===== src/rtl/emaxi_arb_pkg.sv =====
// emaxi_arb_pkg: shared FSM states, AW/W field layout and counter width for the emaxi write arbiter
package emaxi_arb_pkg;
  typedef enum logic [1:0] {ST_IDLE, ST_ADDR, ST_DATA} state_t;
  localparam int AW_BURST_LSB = 0;
  localparam int AW_SIZE_LSB = AW_BURST_LSB + 2;
  localparam int AW_LEN_LSB = AW_SIZE_LSB + 3;
  localparam int AW_ADDR_LSB = AW_LEN_LSB + 8;
  localparam int AW_W = AW_ADDR_LSB + 32;
  localparam int W_STRB_LSB = 0;
  localparam int W_DATA_LSB = W_STRB_LSB + 8;
  localparam int W_W = W_DATA_LSB + 64;
  localparam int CNT_W = 4;
endpackage


===== src/rtl/emaxi_rr_pick.sv =====
// emaxi_rr_pick: first set request at or above ptr, wrapping to the lowest set request below it
module emaxi_rr_pick #(
  parameter int N = 4,
  parameter int IDX_W = 2
) (
  input  logic [N-1:0]     req,
  input  logic [IDX_W-1:0] ptr,
  output logic [N-1:0]     gnt,
  output logic [IDX_W-1:0] idx
);
  always_comb begin
    idx = '0;
    for (int j = N - 1; j >= 0; j--) if (req[j] && IDX_W'(j) < ptr) idx = IDX_W'(j);
    for (int j = N - 1; j >= 0; j--) if (req[j] && IDX_W'(j) >= ptr) idx = IDX_W'(j);
    gnt = |req ? N'(1) << idx : '0;
  end
endmodule


===== src/rtl/emaxi_wr_arbiter.sv =====
// emaxi_wr_arbiter: round-robin share of the emaxi AXI3 write channel, burst-locked grant,
// index-tagged IDs, B routed back by BID, outstanding writes capped at MAX_OUTST
module emaxi_wr_arbiter
  import emaxi_arb_pkg::*;
#(
  parameter int N_REQ = 4,
  parameter int ID_W = 12,
  parameter int MAX_OUTST = 4
) (
  input  logic                    clk,
  input  logic                    rst,
  input  logic [N_REQ-1:0]        req_awvalid,
  input  logic [N_REQ*AW_W-1:0]   req_aw,
  output logic [N_REQ-1:0]        req_awready,
  input  logic [N_REQ-1:0]        req_wvalid,
  input  logic [N_REQ*W_W-1:0]    req_w,
  input  logic [N_REQ-1:0]        req_wlast,
  output logic [N_REQ-1:0]        req_wready,
  output logic [N_REQ-1:0]        req_bvalid,
  output logic [1:0]              req_bresp,
  input  logic [N_REQ-1:0]        req_bready,
  output logic                    m_awvalid,
  output logic [AW_W-1:0]         m_aw,
  output logic [ID_W-1:0]         m_awid,
  input  logic                    m_awready,
  output logic                    m_wvalid,
  output logic [W_W-1:0]          m_w,
  output logic                    m_wlast,
  output logic [ID_W-1:0]         m_wid,
  input  logic                    m_wready,
  input  logic                    m_bvalid,
  input  logic [ID_W-1:0]         m_bid,
  input  logic [1:0]              m_bresp,
  output logic                    m_bready,
  output logic [CNT_W-1:0]        outst_cnt
);
  localparam int IDX_W = $clog2(N_REQ);
  state_t state_q, state_d;
  logic [IDX_W-1:0] grant_q, grant_d, rr_ptr_q, rr_ptr_d, pick_idx, bidx;
  logic [CNT_W-1:0] outst_cnt_q, outst_cnt_d;
  logic [N_REQ-1:0] pick_gnt, bsel;
  logic aw_hs, w_hs, b_hs, bid_ok, in_data;
  emaxi_rr_pick #(.N(N_REQ), .IDX_W(IDX_W)) u_pick (
    .req(req_awvalid),
    .ptr(rr_ptr_q),
    .gnt(pick_gnt),
    .idx(pick_idx)
  );
  // Out-of-range BIDs are drained so a stray response can never stall emaxi
  always_comb begin
    bidx = m_bid[IDX_W-1:0];
    bid_ok = m_bid < ID_W'(N_REQ);
    bsel = bid_ok ? N_REQ'(1) << bidx : '0;
    req_bvalid = m_bvalid ? bsel : '0;
    req_bresp = m_bresp;
    m_bready = !bid_ok || |(req_bready & bsel);
    b_hs = m_bvalid && m_bready && bid_ok;
  end
  always_comb begin
    state_d = state_q;
    grant_d = grant_q;
    rr_ptr_d = rr_ptr_q;
    in_data = state_q == ST_DATA;
    m_awvalid = state_q == ST_ADDR;
    aw_hs = m_awvalid && m_awready;
    w_hs = in_data && req_wvalid[grant_q] && m_wready;
    m_aw = m_awvalid ? req_aw[grant_q*AW_W +: AW_W] : '0;
    m_awid = m_awvalid ? ID_W'(grant_q) : '0;
    req_awready = aw_hs ? N_REQ'(1) << grant_q : '0;
    m_wvalid = in_data && req_wvalid[grant_q];
    m_w = in_data ? req_w[grant_q*W_W +: W_W] : '0;
    m_wlast = in_data && req_wlast[grant_q];
    m_wid = in_data ? ID_W'(grant_q) : '0;
    req_wready = in_data && m_wready ? N_REQ'(1) << grant_q : '0;
    if (state_q == ST_IDLE && |pick_gnt && outst_cnt_q < CNT_W'(MAX_OUTST)) begin
      state_d = ST_ADDR;
      grant_d = pick_idx;
    end
    if (aw_hs) state_d = ST_DATA;
    if (w_hs && req_wlast[grant_q]) begin
      state_d = ST_IDLE;
      rr_ptr_d = grant_q == IDX_W'(N_REQ - 1) ? '0 : grant_q + 1'b1;
    end
    outst_cnt_d = aw_hs && !b_hs ? outst_cnt_q + 1'b1 :
                  b_hs && !aw_hs && outst_cnt_q != '0 ? outst_cnt_q - 1'b1 : outst_cnt_q;
    outst_cnt = outst_cnt_q;
  end
  always_ff @(posedge clk or posedge rst) begin
    if (rst) begin
      state_q <= ST_IDLE;
      grant_q <= '0;
      rr_ptr_q <= '0;
      outst_cnt_q <= '0;
    end else begin
      state_q <= state_d;
      grant_q <= grant_d;
      rr_ptr_q <= rr_ptr_d;
      outst_cnt_q <= outst_cnt_d;
    end
  end
endmodule


===== config.mk =====
export PLATFORM = sky130hd
export DESIGN_NAME = emaxi_wr_arbiter
export DESIGN_NICKNAME = d
export VERILOG_FILES = /design/src/rtl/emaxi_arb_pkg.sv /design/src/rtl/emaxi_rr_pick.sv /design/src/rtl/emaxi_wr_arbiter.sv
export SDC_FILE = /design/constraint.sdc
export NUM_CORES = 1
export LEC_CHECK = 0
export BUFFER_PORTS_ARGS = -buffer_cell sky130_fd_sc_hd__buf_2
export CAP_MARGIN = 20
export CORE_AREA = 2 2 263 265
export CTS_BUF_LIST = sky130_fd_sc_hd__clkbuf_2
export CTS_CLUSTER_SIZE = 16
export DETAILED_ROUTE_END_ITERATION = 10
export DIE_AREA = 0 0 265 267
export PLACE_DENSITY = 0.35
export SLEW_MARGIN = 5
export SYNTH_ARGS = -nofsm -noshare
export SYNTH_HDL_FRONTEND = slang
export SYNTH_HIERARCHICAL = 1
export SYNTH_SLANG_ARGS = --single-unit
export TNS_END_PERCENT = 50

===== constraint.sdc =====
create_clock -name clk -period 4.2 [get_ports clk]
set_input_delay 0.21 -clock clk [delete_from_list [all_inputs] [get_ports clk]]
set_output_delay 0.21 -clock clk [all_outputs]
set_load 0.01 [all_outputs]

-- Word level (Yosys, flattened, before mapping)
Cells that the tools add are included.
- $add $sub $neg: 3
- multiply operators: 2
- $lt $le $gt $ge: 11
- eq/ne operators: 3
- shift operators: 5
- mux-type cells: 27
- bitwise gates (word level): 1
- reduce and logical (&&, ||, !) cells: 32
- operators by type and width (kind ; number):
    $shiftx 288x10->72 ; 1
    $shiftx 180x9->45 ; 1
    $mux 72 ; 1
    $mux 45 ; 1
    $mux 2 ; 14
    $mux 4 ; 7
    $logic_and 1x1->1 ; 21
    $lt 12x3->1 const B ; 1
    $reduce_or 4->1 ; 3
    $shl 1x2->4 const A ; 3
    $mul 2x6->8 const B ; 1
    $mul 2x4->6 const B ; 1
    $add 4x1->4 const B ; 1
    $and 4x4->4 ; 1
    $bmux 1 s2 ; 2
    $eq 2x2->1 const B ; 2
    $ge 1x2->1 const A ; 2
    $ge 2x2->1 const A ; 2
    $lt 1x2->1 const A ; 2
    $lt 2x2->1 const A ; 2
    $lt 4x3->1 const B ; 1
    $reduce_bool 4->1 ; 1
    $sub 4x1->4 const B ; 1
    $logic_not 1->1 ; 3
    8 further kinds ; 9
- bits in registers: 10
- bits of input ports: 503
- output and inout port bits: 163
- word-level logic and storage cells: 88

-- Logic depth before layout (Yosys ltp)
Gate-level depths: netlist (run 1).
- word-level depth: 18
- gate-level depth with buffers: 10
- depth with buffers taken out: 10

-- Hierarchy
Netlist (run 1), hierarchy kept.
- by module, submodules not included (module ; instances ; cells an instance ; area each (um2) ; sequential area each (um2)):
    emaxi_wr_arbiter ; 1 ; 376 ; 4601.9 ; 250.2
    emaxi_rr_pick ; 1 ; 26 ; 162.7 ; 0.0

-- Worst setup path after synthesis (run 1)
Ideal clock, no wire load.
- path kind: reg2reg
- start point: register state_q[1]
- end point: register outst_cnt_q[3] (netlist: outst_cnt[3])
- setup time: 0.079 ns
- arrival time: 1.915 ns
- required time: 4.121 ns
- slack: 2.206 ns
- stages on the path, launching flop included: 11
- path buffers: 0
- clock period less this slack: 1.994 ns
- cell sequence: dfrtp_1 > inv_1 > nand2_1 > inv_1 > nand2_1 > a21o_2 > ha_1 > a21o_1 > a21oi_1 > mux2i_1 > xor2_1
- longest elaborated chain between the ends: 6
- elaborated cells between the ends (all ways): 8
- those cells by class: eq/ne: 1; mux: 1; reduce/logical: 6
- ends and longest elaborated chain (element ; line ; text):
    from (decl) ; emaxi_wr_arbiter.sv:38 ; state_t state_q, state_d;
    from (signal assigned) ; emaxi_wr_arbiter.sv:95 ; state_q <= state_d;
    $eq 2x1->1 * ; emaxi_wr_arbiter.sv:64 ; m_awvalid = state_q == ST_ADDR;
    $logic_and 1x1->1 * ; emaxi_wr_arbiter.sv:65 ; aw_hs = m_awvalid && m_awready;
    $logic_not 1->1 ; emaxi_wr_arbiter.sv:85 ; b_hs && !aw_hs && outst_cnt_q != '0 ? outst_cnt_q - 1'b1 : outst_cnt_q;
    $logic_and 1x1->1 (2 in series) ; emaxi_wr_arbiter.sv:85 ;
    $reduce_bool 2->1 (no line) ; -- ;
    to (signal assigned) ; emaxi_wr_arbiter.sv:98 ; outst_cnt_q <= outst_cnt_d;
    to (decl) ; emaxi_wr_arbiter.sv:40 ; logic [CNT_W-1:0] outst_cnt_q, outst_cnt_d;
Mark *: on every way between the ends. The rest lies on a longest branch, timed or not.
A chain may end at the register's enable or synchronous reset.

-- Final worst setup path (run 1)
- start point: register grant_q[0]
- end point: output m_w[1]
- longest elaborated chain between the ends: 3
- ends and longest elaborated chain (element ; line ; text):
    from (decl) ; emaxi_wr_arbiter.sv:39 ; logic [IDX_W-1:0] grant_q, grant_d, rr_ptr_q, rr_ptr_d, pick_idx, bidx;
    from (signal assigned) ; emaxi_wr_arbiter.sv:96 ; grant_q <= grant_d;
    $mul 2x4->6 ; emaxi_wr_arbiter.sv:71 ; m_w = in_data ? req_w[grant_q*W_W +: W_W] : '0;
    $shiftx 288x10->72 ; emaxi_wr_arbiter.sv:71 ;
    $mux 72 ; emaxi_wr_arbiter.sv:71 ;
    to (decl) ; emaxi_wr_arbiter.sv:27 ; output logic [W_W-1:0] m_w,
Every way passes these cells.

==> results of run 1 <==
## path summary, 6_finish.rpt
kind | from | to | cells after the start
max in group asynchronous | rst | grant_q[1] | 3
worst max-delay path | grant_q[0] | m_w[1] | 4
worst min register to register | outst_cnt[3] | outst_cnt[3] | 1
worst min-delay path | m_wready | rr_ptr_q[0] | 3
worst max register to register | state_q[1] | outst_cnt[3] | 10
min in group asynchronous | rst | state_q[0] | 3
## through the flow
| step | cells | setup WS [ns] | util |
|---|---|---|---|
| floorplan | 421 | 2.21 | - |
| global placement | 1898 | 1.77 | 0.131 |
| detailed placement | 1898 | 1.74 | 0.131 |
| CTS | 1903 | 1.42 | 0.132 |
| global route | 1907 | 1.32 | 0.132 |
| finish | 1907 | 1.54 | 0.132 |
## state kept, by name, indices dropped and copies added, names as in the netlist
name / count
outst_cnt: 4
grant_q: 2
rr_ptr_q: 2
state_q: 2
## critical path, stage by stage (launching register included)
cell and delay, ns:
sky130_fd_sc_hd__dfrtp_4 0.91, sky130_fd_sc_hd__buf_12 0.29, sky130_fd_sc_hd__mux4_2 0.58, sky130_fd_sc_hd__nor2b_1 0.17, sky130_fd_sc_hd__buf_2 0.18
## cells by family after synthesis
group | share of synthesized area
AO/OA/AOI/OAI | 0.0297
AND/OR/NAND/NOR | 0.220
adder cells (fa/ha/maj) | 0.0200
other | 0.000787
XOR/XNOR | 0.00552
buffers and inverters | 0.0932
flip-flops | 0.0525
multiplexers | 0.578
## area by class of cell
| class | instances | area (µm²) |
|---|---|---|
| fillers | 7865 | 59000 |
| multi-input cells | 342 | 4150 |
| repair buffers | 658 | 3390 |
| well taps | 882 | 1100 |
| flip-flops and latches | 10 | 258 |
| inverters | 7 | 26.3 |
| clock buffers | 3 | 15.0 |
| diodes | 4 | 10.0 |
| clock inverters | 1 | 3.75 |
## placed cells by master, fill, tap and decap left out, types with 3 or more instances in the layout
master                     netlist  layout
sky130_fd_sc_hd__buf_2           4     641
sky130_fd_sc_hd__mux4_2        120     120
sky130_fd_sc_hd__nor2b_1        74      74
sky130_fd_sc_hd__and2_1         45      45
sky130_fd_sc_hd__conb_1          1      20
sky130_fd_sc_hd__buf_4          22      12
sky130_fd_sc_hd__nor2_1         11      11
sky130_fd_sc_hd__and3_1          8       8
sky130_fd_sc_hd__dfrtp_1        10       8
sky130_fd_sc_hd__nand2_1         7       7
sky130_fd_sc_hd__a21oi_1         7       7
sky130_fd_sc_hd__inv_1           6       6
sky130_fd_sc_hd__ha_1            6       6
sky130_fd_sc_hd__diode_2         0       4
sky130_fd_sc_hd__buf_12          0       4
sky130_fd_sc_hd__o21ai_0         3       3
sky130_fd_sc_hd__nand4_1         3       3
sky130_fd_sc_hd__xor2_1          3       3
sky130_fd_sc_hd__nor3_1          3       3
sky130_fd_sc_hd__clkbuf_2        0       3
## metal layers
layer,vias up,global-route usage,wire (µm)
li1,2792,-,-
met1,3120,0.0979,12400
met2,418,0.149,16400
met3,30,0.0178,2460
met4,4,0.0244,943
met5,-,0,23
## power groups by stage
stage / registers (mW) / logic, mW / clock network [mW]
6_report: 0.405 / 3.66 / 0.0532
5_1_grt: 0.450 / 3.95 / 0.0628
4_1_cts: 0.426 / 3.73 / 0.0575
3_5_place_dp: 0.426 / 3.71 / 0
3_3_place_gp: 0.423 / 3.71 / 0
2_1_floorplan: 0.209 / 2.59 / 0
## timing repair
item	CTS	global route
endpoints found under the hold margin	10	0
endpoints found under the setup margin	0	0
hold buffers	1	0
==> metrics, run 1 <==
count of flip-flops with a built-in enable after synthesis=0; CTS Buffer Depth=2; internal power=2.13 mW; mean area per synthesized cell=11.9 µm²; Setup TNS=0 ns; largest net degree at the start of global routing=51; setup clock skew after layout=0.0108 ns; PostCTS Resize Cnt=0; Root Driver=sky130_fd_sc_hd__clkbuf_2; TritonCTS clock tree=done; die area=70,800 µm²; clock-pin slew reported for the worst setup and hold paths after clock tree synthesis=0.11 ns; total power consumption of the routed design=4.12 mW; outcome=completed; top cells by instance count after synthesis=sky130_fd_sc_hd__mux4_2, sky130_fd_sc_hd__nor2b_1, sky130_fd_sc_hd__and2_1, sky130_fd_sc_hd__buf_4, sky130_fd_sc_hd__clkbuf_1; summed area of non-filler cells in the final layout=8950 µm²; Warnings, synthesis=6; reported net switching power=1.98 mW; average via count per standard cell=3.34; total clock buffers created by CTS=3; Synth async-reset ratio=1.00; number of standard-cell rows in the floorplan=96; per-cell routed wire length=16.9 µm; area share of the largest cell type after synthesis=0.567; length of the first detailed-routing pass in iterations=6; remaining max-slew budget at the tightest pin=0.500; source-to-sink clock delay at the later pin of the worst-skew pair=0.25 ns; # setup viols final=0; clk sinks=10; overall routed net length=32.1 mm; path type of the worst min-delay path=in2reg; antenna violations before repair=7; floorplan die width=265 µm; final period demand of the worst path=2.66 ns; path type of the worst setup path=reg2out; sequential area share after synthesis=0.0525; critical path capture point type=output port; setup repair after global routing missed its margin=no; CP max FO=33; worst hold slack=0.369 ns; standby leakage power=4.30 nW; via count of the first global-routing pass=6,759; FF+latch count, synth=10; cells taking the most area after synthesis=sky130_fd_sc_hd__mux4_2, sky130_fd_sc_hd__nor2b_1, sky130_fd_sc_hd__and2_1; critical path data arrival time=2.45 ns; Cells after Synth=402; max_cap viols=0; post-route antenna net violation count=0; final worst-path cycle share=0.633; routability congestion estimate from global placement=1.01; final layout net count=1,532; gr usage total=0.0827; combinational group share of total power=0.889; part of the total power dissipated in sequential elements=0.098; library cell with the highest instance count after synthesis=sky130_fd_sc_hd__mux4_2; Synth area leader=sky130_fd_sc_hd__mux4_2; maximum vdd ir drop=0.000258 V; fraction of final layout cells sized beyond drive strength 1=0.778; global-route wire length before repair=43.8 mm; cell area after synthesis=4760 µm²; PortBufs=641; starting density of the core=0.0701; count of final max-slew check failures=0; Worst Max-Slew Pin Slew=0.749 ns; core region area=68,000 µm²; Post-DP Area=8910 µm²; synth unique cells=47; Final Hold Fails=0; switch share=0.481; clock network fraction of total power=0.013; commonest register cell after synthesis=sky130_fd_sc_hd__dfrtp_1; global-route congestion overflow total=0; setup slack, reg-to-reg=1.97 ns; vias post-DR=6,364; achievable clock frequency=376 MHz; power per unit of standard cell area=460 nW/µm²; count of buffers added by post-CTS timing repair for setup=0; DRC viols=0; iteration-0 DRC count of the detailed router=251; vertical extent of the die=267 µm; half-perimeter wire length after placement=28.6 mm; critical path launch point type=flop; growth of design area from synthesis to finish=87.9%; data required time at the worst endpoint=3.99 ns; count of H-tree levels built during CTS=1; boundary pin count=666
No activity file was read; power rests on OpenSTA's default activity.
==> inputs of run 2 (changes only) <==
- CORE_AREA: 2 2 263 265 -> 2 2 256 258
- DIE_AREA: 0 0 265 267 -> 0 0 258 260
- PLACE_DENSITY: 0.35 -> 0.37
- clock period: 4.2 -> 2.31 ns (I/O delays scaled with it)
==> metrics, run 2 (same netlist as run 1, synthesis figures left out) <==
gr usage total=0.0877 (+0.00506); path type of the worst setup path=reg2out; core region area=64,100 µm² (-5.7%); remaining max-slew budget at the tightest pin=0.639 (+0.139); die area=67,100 µm² (-5.2%); most common cell after layout, fill and taps aside=sky130_fd_sc_hd__buf_2; count of final max-slew check failures=0 (unchanged); CP max stage delay=0.50 ns (-0.41 ns); per-cell routed wire length=17.2 µm (+2.1%); Final Hold Fails=0 (unchanged); total power consumption of the routed design=7.92 mW (+92%); clock-pin slew reported for the worst setup and hold paths after clock tree synthesis=0.11 ns (about the same); most frequent cells in the layout=sky130_fd_sc_hd__buf_2, sky130_fd_sc_hd__mux4_2, sky130_fd_sc_hd__nor2b_1; register cell area after layout=258 µm² (unchanged); M2 GR Usage=0.155 (+0.00627); Post-DP Area=9000 µm² (+0.94%); Placement Setup Slack=0.137 ns (-1.61 ns); TritonCTS clock tree=done; worst hold slack=0.231 ns (-0.138 ns); clock network fraction of total power=0.013 (about the same); final setup margin=0.110 ns (-1.43 ns); floorplan die width=258 µm (-2.6%); part of the total power dissipated in sequential elements=0.057 (-0.041); count of H-tree levels built during CTS=1 (unchanged); total clock buffers created by CTS=3 (unchanged); combinational group share of total power=0.930 (+0.041); fraction of final layout cells sized beyond drive strength 1=0.782 (+0.00460); internal power=4.16 mW (+95%); Slowest cell on crit path=sky130_fd_sc_hd__dfrtp_4; # setup viols final=0 (unchanged); antenna violations before repair=7 (unchanged); average via count per standard cell=3.38 (+1.2%); critical path launch point type=flop; boundary pin count=666 (unchanged); outcome=completed; standby leakage power=4.40 nW (+2.4%); DRC viols=0 (unchanged); achievable clock frequency=455 MHz; routability congestion estimate from global placement=0.949 (-5.8%); switch share=0.474 (-0.00728); Worst Max-Slew Pin Slew=0.541 ns (-0.208 ns); post-route antenna net violation count=0 (unchanged); length of the first detailed-routing pass in iterations=4 (-2); power per unit of standard cell area=870 nW/µm² (+89%); clk sinks=10 (unchanged); multi-input logic area=4150 µm² (unchanged); source-to-sink clock delay at the later pin of the worst-skew pair=0.25 ns (about the same); data required time at the worst endpoint=2.19 ns (-1.80 ns); vertical extent of the die=260 µm (-2.6%); half-perimeter wire length after placement=29.2 mm (+2.0%); crit path cell chain=buf_16, buf_4, mux4_2, and2_1, buf_2; max_cap viols=0 (unchanged); global-route wire length before repair=44.4 mm (+1.3%); summed area of non-filler cells in the final layout=9100 µm² (+1.6%); final worst-path cycle share=0.952; growth of design area from synthesis to finish=90.9%; Root Driver=sky130_fd_sc_hd__clkbuf_2; critical path data arrival time=2.08 ns (-0.37 ns); number of flip-flops under the largest register name=4 (unchanged); critical path capture point type=output port; number of standard-cell rows in the floorplan=93 (-3.1%); number of filler cells placed in the layout=7,359 (-6.4%); CP max FO=22 (-33%); vias post-DR=6,409 (+0.71%); overall routed net length=32.6 mm (+1.5%); path type of the worst min-delay path=in2out; final layout net count=1,549 (+1.1%); met1 GRT Util=0.109 (+0.0110); iteration-0 DRC count of the detailed router=255 (+1.6%); global-route congestion overflow total=0 (unchanged); via count of the first global-routing pass=6,820 (+0.90%); maximum vdd ir drop=0.000392 V (+52%); final period demand of the worst path=2.20 ns; routing layer with the top usage in global route=met2; setup clock skew after layout=0.00863 ns (-0.00216 ns); global-route track usage on met3=0.0230 (+0.00520); reported net switching power=3.75 mW (+89%); post-route core utilization=0.142 (+0.0102); PortBufs=641 (unchanged); largest net degree at the start of global routing=58 (+14%); CTS Buffer Depth=2 (unchanged); starting density of the core=0.0743 (+0.00423)
-- run 2: cell count changes in the layout (fill, tap and decap cells not counted) --
cell	before	now
sky130_fd_sc_hd__clkbuf_2	3	4
sky130_fd_sc_hd__clkbuf_16	0	1
sky130_fd_sc_hd__buf_4	12	26
sky130_fd_sc_hd__buf_16	0	2
sky130_fd_sc_hd__buf_12	4	3
sky130_fd_sc_hd__clkinv_1	1	0
sky130_fd_sc_hd__buf_6	0	1
-- run 2: final timing paths --
check | slack, ns | endpoint | start | cells after the start
setup / recovery | 0.11 | m_aw[0] | grant_q[0] | 5
hold / removal | 0.23 | req_bresp[0] | m_bresp[0] | 0
setup reg to reg | 0.16 | outst_cnt[3] | state_q[1] | 10
hold reg to reg | 0.56 | outst_cnt[3] | outst_cnt[3] | 1
max in group asynchronous | 1.58 | grant_q[0] | rst | 3
min in group asynchronous | 0.41 | grant_q[1] | rst | 3
-- run 2: cell type report --
class,instances,share of cell area
antenna,4,0.00110
timing repair buffer,675,0.392
clock buffer,4,0.00220
tap,855,0.118
sequential,10,0.0283
multi-input combinational,342,0.456
inverter,7,0.00289
-- run 2: power by group through the flow --
stage	clock, mW	combinational, mW	sequential (mW)
final	0.105	7.36	0.451
after detailed placement	0	7.36	0.457
after global placement	0	7.36	0.457
after floorplan	0	4.70	0.380
after CTS	0.110	7.39	0.456
after global routing	0.121	8.02	0.471
-- run 2: timing repair --
| action | 4_1_cts | 5_1_grt |
|---|---|---|
| endpoints found under the hold margin | 10 | 0 |
| setup endpoints to repair | 0 | 40 |
| hold buffers | 1 | 0 |
| buffers inserted | 0 | 2 |
| resized for setup | 0 | 3 |
-- run 2: worst max-delay path, delay by kind of cell (launching register included) --
family                 cells  cell delay [ns]
multiplexers               1             0.49
AND/OR/NAND/NOR            1             0.22
buffers and inverters      3             0.57
flip-flops                 1             0.50
-- run 2: layer usage --
metal  wire length [µm]  share of wire  vias to the layer above
li1                   -              -                     2837
met1              12700           0.39                     3155
met2              16400           0.50                      387
met3               3140          0.096                       24
met4                405          0.012                        6
met5                 39         0.0012                        -
-- run 2: metrics by stage --
stage	setup TNS, ns	instances
after global placement	0	1885
after floorplan	0	421
final	0	1897
after CTS	0	1890
after detailed placement	0	1885
after global routing	-0.00155	1894
==> inputs of run 3 (changes only) <==
- CORE_AREA: 2 2 256 258 -> 2 2 260 262
- CTS_BUF_LIST: sky130_fd_sc_hd__clkbuf_2 -> sky130_fd_sc_hd__clkbuf_8
- DIE_AREA: 0 0 258 260 -> 0 0 262 264
- PLACE_DENSITY: 0.37 -> 0.36
- SYNTH_HIERARCHICAL: 1 -> default
==> metrics, run 3 <==
outcome=completed; Placement Setup Slack=0.155 ns (+0.0173 ns); via count of the first global-routing pass=6,669 (-2.2%); critical path launch point type=flop; sequential area share after synthesis=0.0541 (+0.00155); most frequent cells in the layout=sky130_fd_sc_hd__buf_2, sky130_fd_sc_hd__mux4_2, sky130_fd_sc_hd__nor2b_1; Cells after Synth=387 (-3.7%); Post-DP Area=8970 µm² (-0.35%); top cells by instance count after synthesis=sky130_fd_sc_hd__mux4_2, sky130_fd_sc_hd__nor2b_1, sky130_fd_sc_hd__and2_1, sky130_fd_sc_hd__buf_4, sky130_fd_sc_hd__clkbuf_1; Synth area leader=sky130_fd_sc_hd__mux4_2; cells taking the most area after synthesis=sky130_fd_sc_hd__mux4_2, sky130_fd_sc_hd__nor2b_1, sky130_fd_sc_hd__and2_1; data required time at the worst endpoint=2.19 ns (about the same); standby leakage power=4.35 nW (-1.1%); commonest register cell after synthesis=sky130_fd_sc_hd__dfrtp_1; mean area per synthesized cell=12.0 µm² (+0.90%); global-route wire length before repair=45.9 mm (+3.4%); final period demand of the worst path=2.18 ns (-0.0154 ns); library cell with the highest instance count after synthesis=sky130_fd_sc_hd__mux4_2; starting density of the core=0.0695 (-0.00478); routability congestion estimate from global placement=0.956 (+0.77%); cell area after synthesis=4630 µm² (-2.9%); count of final max-slew check failures=0 (unchanged); total clock buffers created by CTS=3 (unchanged); # setup viols final=0 (unchanged); power per unit of standard cell area=855 nW/µm² (-1.7%); count of flip-flops with a built-in enable after synthesis=0 (unchanged); synth unique cells=40 (-15%); half-perimeter wire length after placement=30.8 mm (+5.5%); remaining max-slew budget at the tightest pin=0.571 (-0.0681); total power consumption of the routed design=7.74 mW (-2.2%); TritonCTS clock tree=done; fraction of final layout cells sized beyond drive strength 1=0.793 (+0.0105); source-to-sink clock delay at the later pin of the worst-skew pair=0.23 ns (-0.02 ns); path type of the worst min-delay path=in2out; largest net degree at the start of global routing=51 (-12%); growth of design area from synthesis to finish=95.7%; die area=69,200 µm² (+3.1%); vias post-DR=6,244 (-2.6%); average via count per standard cell=3.28 (-2.9%); final layout net count=1,534 (-0.97%); Worst Max-Slew Pin Slew=0.643 ns (+0.102 ns); Root Driver=sky130_fd_sc_hd__clkbuf_8; Final Hold Fails=0 (unchanged); path type of the worst setup path=reg2out; setup clock skew after layout=0.00118 ns (-0.00745 ns); critical path capture point type=output port; core region area=66,600 µm² (+3.8%); final setup margin=0.125 ns (+0.0154 ns); per-cell routed wire length=17.8 µm (+3.2%); maximum vdd ir drop=0.000527 V (+34%); achievable clock frequency=458 MHz (+0.70%); max_cap viols=0 (unchanged); DRC viols=0 (unchanged); global-route congestion overflow total=0 (unchanged); most common cell after layout, fill and taps aside=sky130_fd_sc_hd__buf_2; Setup TNS=0 ns (unchanged); floorplan die width=262 µm (+1.6%); Synth async-reset ratio=1.00 (unchanged); boundary pin count=666 (unchanged); CP max FO=22 (unchanged); length of the first detailed-routing pass in iterations=4 (unchanged); critical path data arrival time=2.07 ns (about the same); vertical extent of the die=264 µm (+1.5%); number of standard-cell rows in the floorplan=95 (+2.2%); overall routed net length=33.8 mm (+3.6%); iteration-0 DRC count of the detailed router=237 (-7.1%); Warnings, synthesis=0 (-6); gr usage total=0.0909 (+0.00317); clk sinks=10 (unchanged); post-route antenna net violation count=0 (unchanged); FF+latch count, synth=10 (unchanged); setup repair after global routing missed its margin=no; summed area of non-filler cells in the final layout=9060 µm² (-0.45%); final worst-path cycle share=0.946 (-0.00666); number of flip-flops under the largest register name=4 (unchanged); count of H-tree levels built during CTS=1 (unchanged); PortBufs=641 (unchanged); clock-pin slew reported for the worst setup and hold paths after clock tree synthesis=0.05 ns (-0.06 ns); antenna violations before repair=19 (+12); area share of the largest cell type after synthesis=0.584 (+0.0167); CTS Buffer Depth=2 (unchanged)
run 3: cell type report:
type / instances / area (µm²)
repair buffers: 675 / 3570
well taps: 873 / 1090
clock buffers: 4 / 55.1
multi-input cells: 326 / 4030
diodes: 8 / 20.0
fillers: 7674 / 57500
flip-flops and latches: 10 / 258
inverters: 8 / 30.0
run 3: worst max-delay path, stage by stage, from the launching register on:
cell and delay (ns):
sky130_fd_sc_hd__dfrtp_4 0.49, sky130_fd_sc_hd__buf_12 0.23, sky130_fd_sc_hd__buf_12 0.19, sky130_fd_sc_hd__mux4_2 0.50
sky130_fd_sc_hd__nor2b_1 0.20, sky130_fd_sc_hd__buf_2 0.20
run 3: worst paths after layout:
| kind | start | endpoint | slack [ns] | cells after the start |
|---|---|---|---|---|
| worst max-delay path | grant_q[0] | m_w[26] | 0.13 | 5 |
| worst min-delay path | m_bresp[0] | req_bresp[0] | 0.23 | 0 |
| worst max register to register | state_q[1] | outst_cnt[3] | 0.20 | 10 |
| worst min register to register | outst_cnt[3] | outst_cnt[3] | 0.54 | 1 |
| max in group asynchronous | rst | grant_q[0] | 1.55 | 3 |
| min in group asynchronous | rst | outst_cnt[1] | 0.42 | 3 |
run 3: through the flow:
| step | utilization | instances | hold WS, ns |
|---|---|---|---|
| 3_3_place_gp | 0.135 | 1891 | 0.134 |
| 2_1_floorplan | - | 406 | -0.0443 |
| 6_report | 0.136 | 1904 | 0.231 |
| 4_1_cts | 0.136 | 1896 | 0.231 |
| 5_1_grt | 0.136 | 1900 | 0.231 |
| 3_5_place_dp | 0.135 | 1891 | 0.135 |
run 3: report_power, final:
| group | switching, mW | total (mW) | internal [mW] |
|---|---|---|---|
| sequential | 0.188 | 0.463 | 0.274 |
| clock | 0.0718 | 0.222 | 0.150 |
| combinational | 3.34 | 7.06 | 3.72 |
| total | 3.60 | 7.74 | 4.14 |
run 3: what timing repair did:
| item | 4_1_cts | 5_1_grt |
|---|---|---|
| resized for setup | 0 | 1 |
| setup endpoints to repair | 0 | 1 |
| hold buffers | 1 | 0 |
| hold endpoints to repair | 10 | 0 |
| setup buffers | 0 | 0 |
run 3: kinds of logic (layout without fill, tap and decap cells):
kind of cell,after synthesis,after routing,share of synthesized area
mux,125,125,0.597
buf+inv,70,687,0.0919
xor+xnor,3,3,0.00568
other cells,1,28,0.000810
fa+ha+maj,7,7,0.0205
simple gates,159,159,0.211
compound gates,12,12,0.0192
flops,10,10,0.0541
run 3: layer usage:
layer  wire (µm)  track usage  vias up  part of all wire
met5          34            0        -            0.0010
met1       11600       0.0956     2989              0.34
met3        4110       0.0355       38              0.12
met2       17200        0.168      430              0.51
li1            -            -     2781                 -
met4         857       0.0212        6             0.025
